--- src/rtl/ps2_pkg.sv ---
// ps2_pkg: shared frame-state encoding and scan-code prefix constants for the PS/2 receiver.
package ps2_pkg;
    typedef enum logic [1:0] {IDLE, DATA, PARITY, STOP} frame_state_e;
    localparam logic [7:0] SC_EXTENDED = 8'hE0;
    localparam logic [7:0] SC_BREAK    = 8'hF0;
endpackage

--- src/rtl/ps2_sync_edge.sv ---
// ps2_sync_edge: 2-flop synchroniser for an asynchronous pin plus falling-edge detect.
module ps2_sync_edge (
    input  logic clock,
    input  logic reset,
    input  logic pin_i,
    output logic level_o,
    output logic fall_o
);
    logic meta_q, sync_q, prev_q;
    always_ff @(posedge clock) begin
        if (!reset) begin
            meta_q <= 1'b1;
            sync_q <= 1'b1;
            prev_q <= 1'b1;
        end else begin
            meta_q <= pin_i;
            sync_q <= meta_q;
            prev_q <= sync_q;
        end
    end
    assign level_o = sync_q;
    assign fall_o  = prev_q & ~sync_q;
endmodule

--- src/rtl/ps2_keyboard_rx.sv ---
// ps2_keyboard_rx: PS/2 frame receiver that folds E0/F0 prefixes into one key event per scan code.
module ps2_keyboard_rx
    import ps2_pkg::*;
#(
    parameter int TIMEOUT_CYCLES = 10000,
    parameter bit FILTER_BREAK   = 1'b1
) (
    input  logic       clock,
    input  logic       reset,
    input  logic       ps2_clock_in,
    input  logic       ps2_data_in,
    output logic       ps2_key_pressed,
    output logic [7:0] ps2_out,
    output logic       ps2_extended,
    output logic       ps2_break,
    output logic       ps2_frame_err
);
    localparam int CW = $clog2(TIMEOUT_CYCLES + 1);
    localparam logic [CW-1:0] TMO = CW'(TIMEOUT_CYCLES);

    logic fall, data, unused_sync;
    logic clk_level, data_fall;
    frame_state_e state_q;
    logic [2:0] idx_q;
    logic [7:0] shift_q, byte_q;
    logic par_q, good_q, ext_q, brk_q;
    logic [CW-1:0] cnt_q, cnt_d;
    logic frame_ok_d;

    ps2_sync_edge u_clk (.clock(clock), .reset(reset), .pin_i(ps2_clock_in), .level_o(clk_level), .fall_o(fall));
    ps2_sync_edge u_dat (.clock(clock), .reset(reset), .pin_i(ps2_data_in), .level_o(data), .fall_o(data_fall));
    assign unused_sync = clk_level ^ data_fall;

    // Counter saturates at TMO so a stalled frame never wraps back past the abort point.
    assign cnt_d      = (state_q == IDLE || fall) ? '0 : (cnt_q == TMO) ? cnt_q : cnt_q + CW'(1);
    assign frame_ok_d = data && (^{shift_q, par_q});

    always_ff @(posedge clock) begin
        if (!reset) begin
            state_q         <= IDLE;
            idx_q           <= '0;
            shift_q         <= '0;
            par_q           <= 1'b0;
            cnt_q           <= '0;
            byte_q          <= '0;
            good_q          <= 1'b0;
            ext_q           <= 1'b0;
            brk_q           <= 1'b0;
            ps2_key_pressed <= 1'b0;
            ps2_out         <= '0;
            ps2_extended    <= 1'b0;
            ps2_break       <= 1'b0;
            ps2_frame_err   <= 1'b0;
        end else begin
            cnt_q           <= cnt_d;
            good_q          <= 1'b0;
            ps2_key_pressed <= 1'b0;
            ps2_frame_err   <= 1'b0;
            if (good_q) begin
                if (byte_q == SC_EXTENDED)
                    ext_q <= 1'b1;
                else if (byte_q == SC_BREAK)
                    brk_q <= 1'b1;
                else begin
                    ext_q <= 1'b0;
                    brk_q <= 1'b0;
                    if (!(brk_q && FILTER_BREAK)) begin
                        ps2_key_pressed <= 1'b1;
                        ps2_out         <= byte_q;
                        ps2_extended    <= ext_q;
                        ps2_break       <= brk_q;
                    end
                end
            end
            if (fall) begin
                case (state_q)
                    IDLE: begin
                        if (!data) state_q <= DATA;
                        idx_q <= '0;
                    end
                    DATA: begin
                        shift_q[idx_q] <= data;
                        idx_q          <= idx_q + 3'd1;
                        if (idx_q == 3'd7) state_q <= PARITY;
                    end
                    PARITY: begin
                        par_q   <= data;
                        state_q <= STOP;
                    end
                    STOP: begin
                        state_q <= IDLE;
                        byte_q  <= shift_q;
                        if (frame_ok_d)
                            good_q <= 1'b1;
                        else begin
                            ps2_frame_err <= 1'b1;
                            ext_q         <= 1'b0;
                            brk_q         <= 1'b0;
                        end
                    end
                endcase
            end else if (state_q != IDLE && cnt_q == TMO) begin
                state_q       <= IDLE;
                ps2_frame_err <= 1'b1;
                ext_q         <= 1'b0;
                brk_q         <= 1'b0;
            end
        end
    end
endmodule
--- config.mk ---
export PLATFORM = sky130hd
export DESIGN_NAME = ps2_keyboard_rx
export DESIGN_NICKNAME = d
export VERILOG_FILES = /design/src/rtl/ps2_pkg.sv /design/src/rtl/ps2_sync_edge.sv /design/src/rtl/ps2_keyboard_rx.sv
export SDC_FILE = /design/constraint.sdc
export NUM_CORES = 1
export LEC_CHECK = 0
export ABC_AREA = 1
export CORE_MARGIN = 3
export CORE_UTILIZATION = 58
export CTS_CLUSTER_SIZE = 16
export DETAILED_ROUTE_END_ITERATION = 6
export GPL_ROUTABILITY_DRIVEN = 0
export PLACE_DENSITY = 0.75
export SLEW_MARGIN = 20
export SYNTH_ARGS = -nofsm -noshare
export SYNTH_HDL_FRONTEND = slang
export SYNTH_HIERARCHICAL = 1
export SYNTH_SLANG_ARGS = --single-unit
export TNS_END_PERCENT = 20
--- constraint.sdc ---
create_clock -name clock -period 1.6 [get_ports clock]
set_input_delay 0.32 -clock clock [delete_from_list [all_inputs] [get_ports clock]]
set_output_delay 0.32 -clock clock [all_outputs]
set_load 0.1 [all_outputs]
# After elaboration in Yosys (flattened, before gate mapping)

Cells that the tools add are included.

Flip-flop bits (word level): 55
Bits of input ports: 4
Output and inout port bits: 12

Add/subtract/negate cells: 2
$lt $le $gt $ge: 2
Equality and inequality tests: 9
Mux-type cells: 29
Bitwise logic cells: 7
Reduce and logical (&&, ||, !) cells: 18

Operators with widths:

| operator              | count |
|---|---|
| $mux 1                | 21 |
| $eq 8x8->1 const B    | 2 |
| $add 14x1->14 const B | 1 |
| $eq 14x14->1 const B  | 1 |
| $reduce_xor 9->1      | 1 |
| $bwmux 8              | 1 |
| $mux 2                | 4 |
| $pmux 2 s4            | 1 |
| $reduce_and 2->1      | 4 |
| $ne 3x3->1 const B    | 2 |
| $not 1->1             | 6 |
| $pmux 3 s2            | 1 |
| $reduce_and 3->1      | 2 |
| $reduce_bool 2->1     | 3 |
| $eq 2x2->1 const B    | 2 |
| $lt 3x4->1 const B    | 1 |
| $reduce_and 4->1      | 1 |
| $reduce_or 4->1       | 1 |
| $add 3x1->3 const B   | 1 |
| $demux 1 s3           | 1 |
| $eq 3x3->1 const B    | 1 |
| $ge 3x1->1 const B    | 1 |
| $logic_and 1x1->1     | 3 |
| $eq 2x1->1 const B    | 1 |
| 4 further kinds       | 4 |

# Depth between registers and ports, before layout

Gate-level depths: netlist of the first run.

Depth in word-level cells: 7
Gate-level depth with buffers: 12
Mapped depth without buffers: 12

# Hierarchy

The synthesis of the first run kept the hierarchy.

Modules (own cells, without submodules):

| module          | times used | cells an instance | area each (um^2) |
|---|---|---|---|
| ps2_keyboard_rx | 1          | 338               | 2412.3 |
| ps2_sync_edge   | 2          | 11                | 90.1 |

# Worst setup path before layout of the first run

Ideal clock, no wire load.

Path type: register to register
Start: reg, netlist name ps2_out[5]
End: reg ps2_out[5]
Arrival: 1.245 ns
Path slack: 0.284 ns
Stages on the path, launching flop included: 3
Buffers on the path: 0
Path through: dfxtp_1 o21ai_0 a21oi_1

RTL lines:

| what                 | RTL line              | text |
|---|---|---|
| end signal, assigned | ps2_keyboard_rx.sv:69 | `ps2_out <= byte_q;` |
| end, declared        | ps2_keyboard_rx.sv:13 | `output logic [7:0] ps2_out,` |

# Final worst setup path of the first run

Start: reg cnt_q[0]
End: reg state_q[0]

Word-level cells in the longest chain between the ends: 4

Ends and longest elaborated chain:

| what                        | RTL line               | text |
|---|---|---|
| start, declared             | ps2_keyboard_rx.sv:27  | `logic [CW-1:0] cnt_q, cnt_d;` |
| start signal, assigned      | ps2_keyboard_rx.sv:55  | `cnt_q <= cnt_d;` |
| $eq 14x14->1                | ps2_keyboard_rx.sv:102 | `end else if (state_q != IDLE && cnt_q == TMO) begin` |
| $logic_and 1x1->1           | ps2_keyboard_rx.sv:102 |  |
| $reduce_bool 2->1 (no line) | n/a                    |  |
| $reduce_and 3->1 (no line)  | n/a                    |  |
| end signal, assigned        | ps2_keyboard_rx.sv:88  | `state_q <= STOP;` |
| end signal, assigned        | ps2_keyboard_rx.sv:91  | `state_q <= IDLE;` |
| end signal, assigned        | ps2_keyboard_rx.sv:103 | `state_q <= IDLE;` |
| end, declared               | ps2_keyboard_rx.sv:23  | `frame_state_e state_q;` |

No other way between the ends.
A chain may end at the register's enable or synchronous reset.

==> results.md, run 1 <==
- Area after detailed placement: 2910 sq um
- Pre-CTS setup slack: around 64 ps
- Per-cell routed wire length: approximately 12 microns
- Category of the critical setup timing path: reg2reg
- Largest net degree at the start of global routing: 19
- Standard cell core area: just over 4000 sq um
- Area Overhead vs Synth: 18.1%
- Total of endpoints with negative setup slack in the final report: 0
- Outcome: complete, no violations
- Total half-perimeter wirelength after legalization and detailed placement: roughly 3900 microns
- Antenna violations before repair: 0
- Clock tree from TritonCTS: done
- Die outline width: 72.4 microns
- Worst IR Drop VDD: ~760 uV
- Number of pins exceeding their max-slew limit in the final report: 0
- Latest clock arrival within the worst-skew pair: about 310 ps
- Clock transition at path regs: roughly 90 ps
- First-pass GRT wire length: a little over 9000 microns
- Required time at the worst-slack endpoint: roughly 1800 ps
- Highest-count cells in the layout ignoring fill and taps: 73 x nand2_1, 54 x dfxtp_1, 40 x inv_1, 39 x a21oi_1, 34 x nor2_1
- H-Tree Depth: 2
- Critical Path Sink Type: register
- Number of detailed-routing iterations run before antenna repair: 4
- Depth of the worst register-to-register path: 9
- Number of sinks driven by the clock tree: 55
- # rows: 23
- Syn. warnings: 6
- Hold slack: a little over 400 ps
- Layout cell share with drive strength beyond 1: 15.0%
- P per Cell Area: approximately 740 nW/um^2
- Number of hold-repair buffers added at the cts stage: 0
- Inserted Diodes: 0
- M2 GR Usage: between 30% and 40%
- Most common cell after layout, fill and taps aside: nand2_1
- Fmax achieved: between 600 and 700 MHz
- Initial core utilization: around 62%
- Post-synthesis instance area: 2560 sq um
- Number of top-level design ports: 16
- Area enclosed by the die boundary: around 5200 sq um
- Via count of the first global-routing pass: around 2100
- Leftover overflow at the end of global routing: 0
- Minimum clock period: 1440 ps
- Post-route standard cell area excluding fillers: between 3000 and 4000 sq um
- Chip Height: around 72 microns
- Via count: 2230
- Max-Cap Viols: 0
- Number of design rule violations left after detail routing: 0
- Met1 track utilization from global routing: a little over a quarter
- IO Port Bufs: 14
- Worst-case clock skew: 5.85 ps
- Synthesized netlist net count: 367
- Hold/Removal Path Class: reg2reg
- Vias per inst: a little over 5
- Total detailed-routing wirelength: slightly above 5000 microns
- Met3 GRT Util: under 10%
- Cells after synthesis: around 360
- Number of nets in the layout: ~390
- Static leakage power: between 1 and 1.5 nW
- Number of buffers inserted during clock tree synthesis: 5
- DRC marker count from the first detailed-route iteration: between 150 and 200
- Layer with the highest usage after global routing: met2
- Fin worst setup slack: around 160 ps
- Mean cell area of the mapped netlist: roughly 7 sq um
- CTS max path bufs: 2
- Highest fanout seen on the critical path: 3
- Crit path arrival time: 1650 ps
- Clock root cell: clkbuf_8
- Number of hold violations in the final report: 0
- CP Launch Type: register
- Number of cells on the worst hold path: 2
- Final core utilization: between 70% and 80%
- Overall fraction of global-route tracks in use: a little over a fifth
- Final worst-path cycle share: between 80% and 90%
- Post-route ant nets: 0
[flip-flops by register name, indices dropped and copies added, names as in the netlist, 2 cells and up]
name,flops
byte_q,8
cnt_q,14
idx_q,3
ps2_out,8
shift_q,8
state_q,2
[cell type report]
type	count	area, sq um
clock buffers	5	68.8
clock inverters	3	25.0
fillers	343	1100
inverters	48	180
multi-input cells	244	1250
flip-flops and latches	55	1100
well taps	50	62.6
repair buffers	25	333
[per-stage QoR]
stage	std cells	setup TNS, ps	total power, mW
2_1_floorplan	355	0	1.46
3_3_place_gp	422	0	1.48
3_5_place_dp	422	0	1.48
4_1_cts	430	0	2.26
5_1_grt	430	-3.89	2.31
6_report	430	0	2.23
[worst max-delay path, cell delays in order, from the launching register on]
cell and delay [ps]:
dfxtp_1 340, inv_1 90, ha_1 180, nand4_1 120, nor2_2 160, nand3_2 110
nand2_2 90, nand2_1 70, a21oi_1 130, nor3_1 60
[where the power goes]
| group | total (mW) | internal (mW) | leakage, nW | switching, mW |
|---|---|---|---|---|
| logic | 0.0722 | 0.0265 | 0.727 | 0.0457 |
| registers | 1.38 | 1.37 | 0.444 | 0.00593 |
| clock network | 0.775 | 0.314 | 0.0443 | 0.461 |
| total | 2.23 | 1.71 | 1.22 | 0.513 |
[layer usage]
layer,wire length (microns),up-vias
met4,24,0
met3,194,2
li1,-,1188
met5,0,-
met2,2400,40
met1,2450,1000
[worst paths after layout]
kind / start / to / slack [ps]
setup / recovery: cnt_q[0] / state_q[0] / 160
hold / removal: u_clk/meta_q / u_clk/level_o / 410
setup reg to reg: cnt_q[0] / state_q[0] / 160
hold reg to reg: u_clk/meta_q / u_clk/level_o / 410
[repair_timing]
action                                  CTS  global route
endpoints found under the setup margin    0            14
buffers inserted                          0             0
resized for setup                         0             6
(Power assumes the default switching activity.)
==> inputs of run 2 (changes only) <==
--- a/config.mk
+++ b/config.mk
@@ -12,6 +12,7 @@
 export DETAILED_ROUTE_END_ITERATION = 6
 export GPL_ROUTABILITY_DRIVEN = 0
 export PLACE_DENSITY = 0.75
+export SKIP_CTS_REPAIR_TIMING = 1
 export SLEW_MARGIN = 20
 export SYNTH_ARGS = -nofsm -noshare
 export SYNTH_HDL_FRONTEND = slang
==> results of run 2 <==
No change in the layout: final DEF, timing and power equal those of run 1.
==> inputs of run 3 (changes only) <==
--- a/config.mk
+++ b/config.mk
@@ -6,8 +6,10 @@
 export NUM_CORES = 1
 export LEC_CHECK = 0
 export ABC_AREA = 1
+export CAP_MARGIN = 10
 export CORE_MARGIN = 3
 export CORE_UTILIZATION = 58
+export CTS_CLUSTER_DIAMETER = 50
 export CTS_CLUSTER_SIZE = 16
 export DETAILED_ROUTE_END_ITERATION = 6
 export GPL_ROUTABILITY_DRIVEN = 0
==> results of run 3 <==
No change in the layout: final DEF, timing and power equal those of run 1.
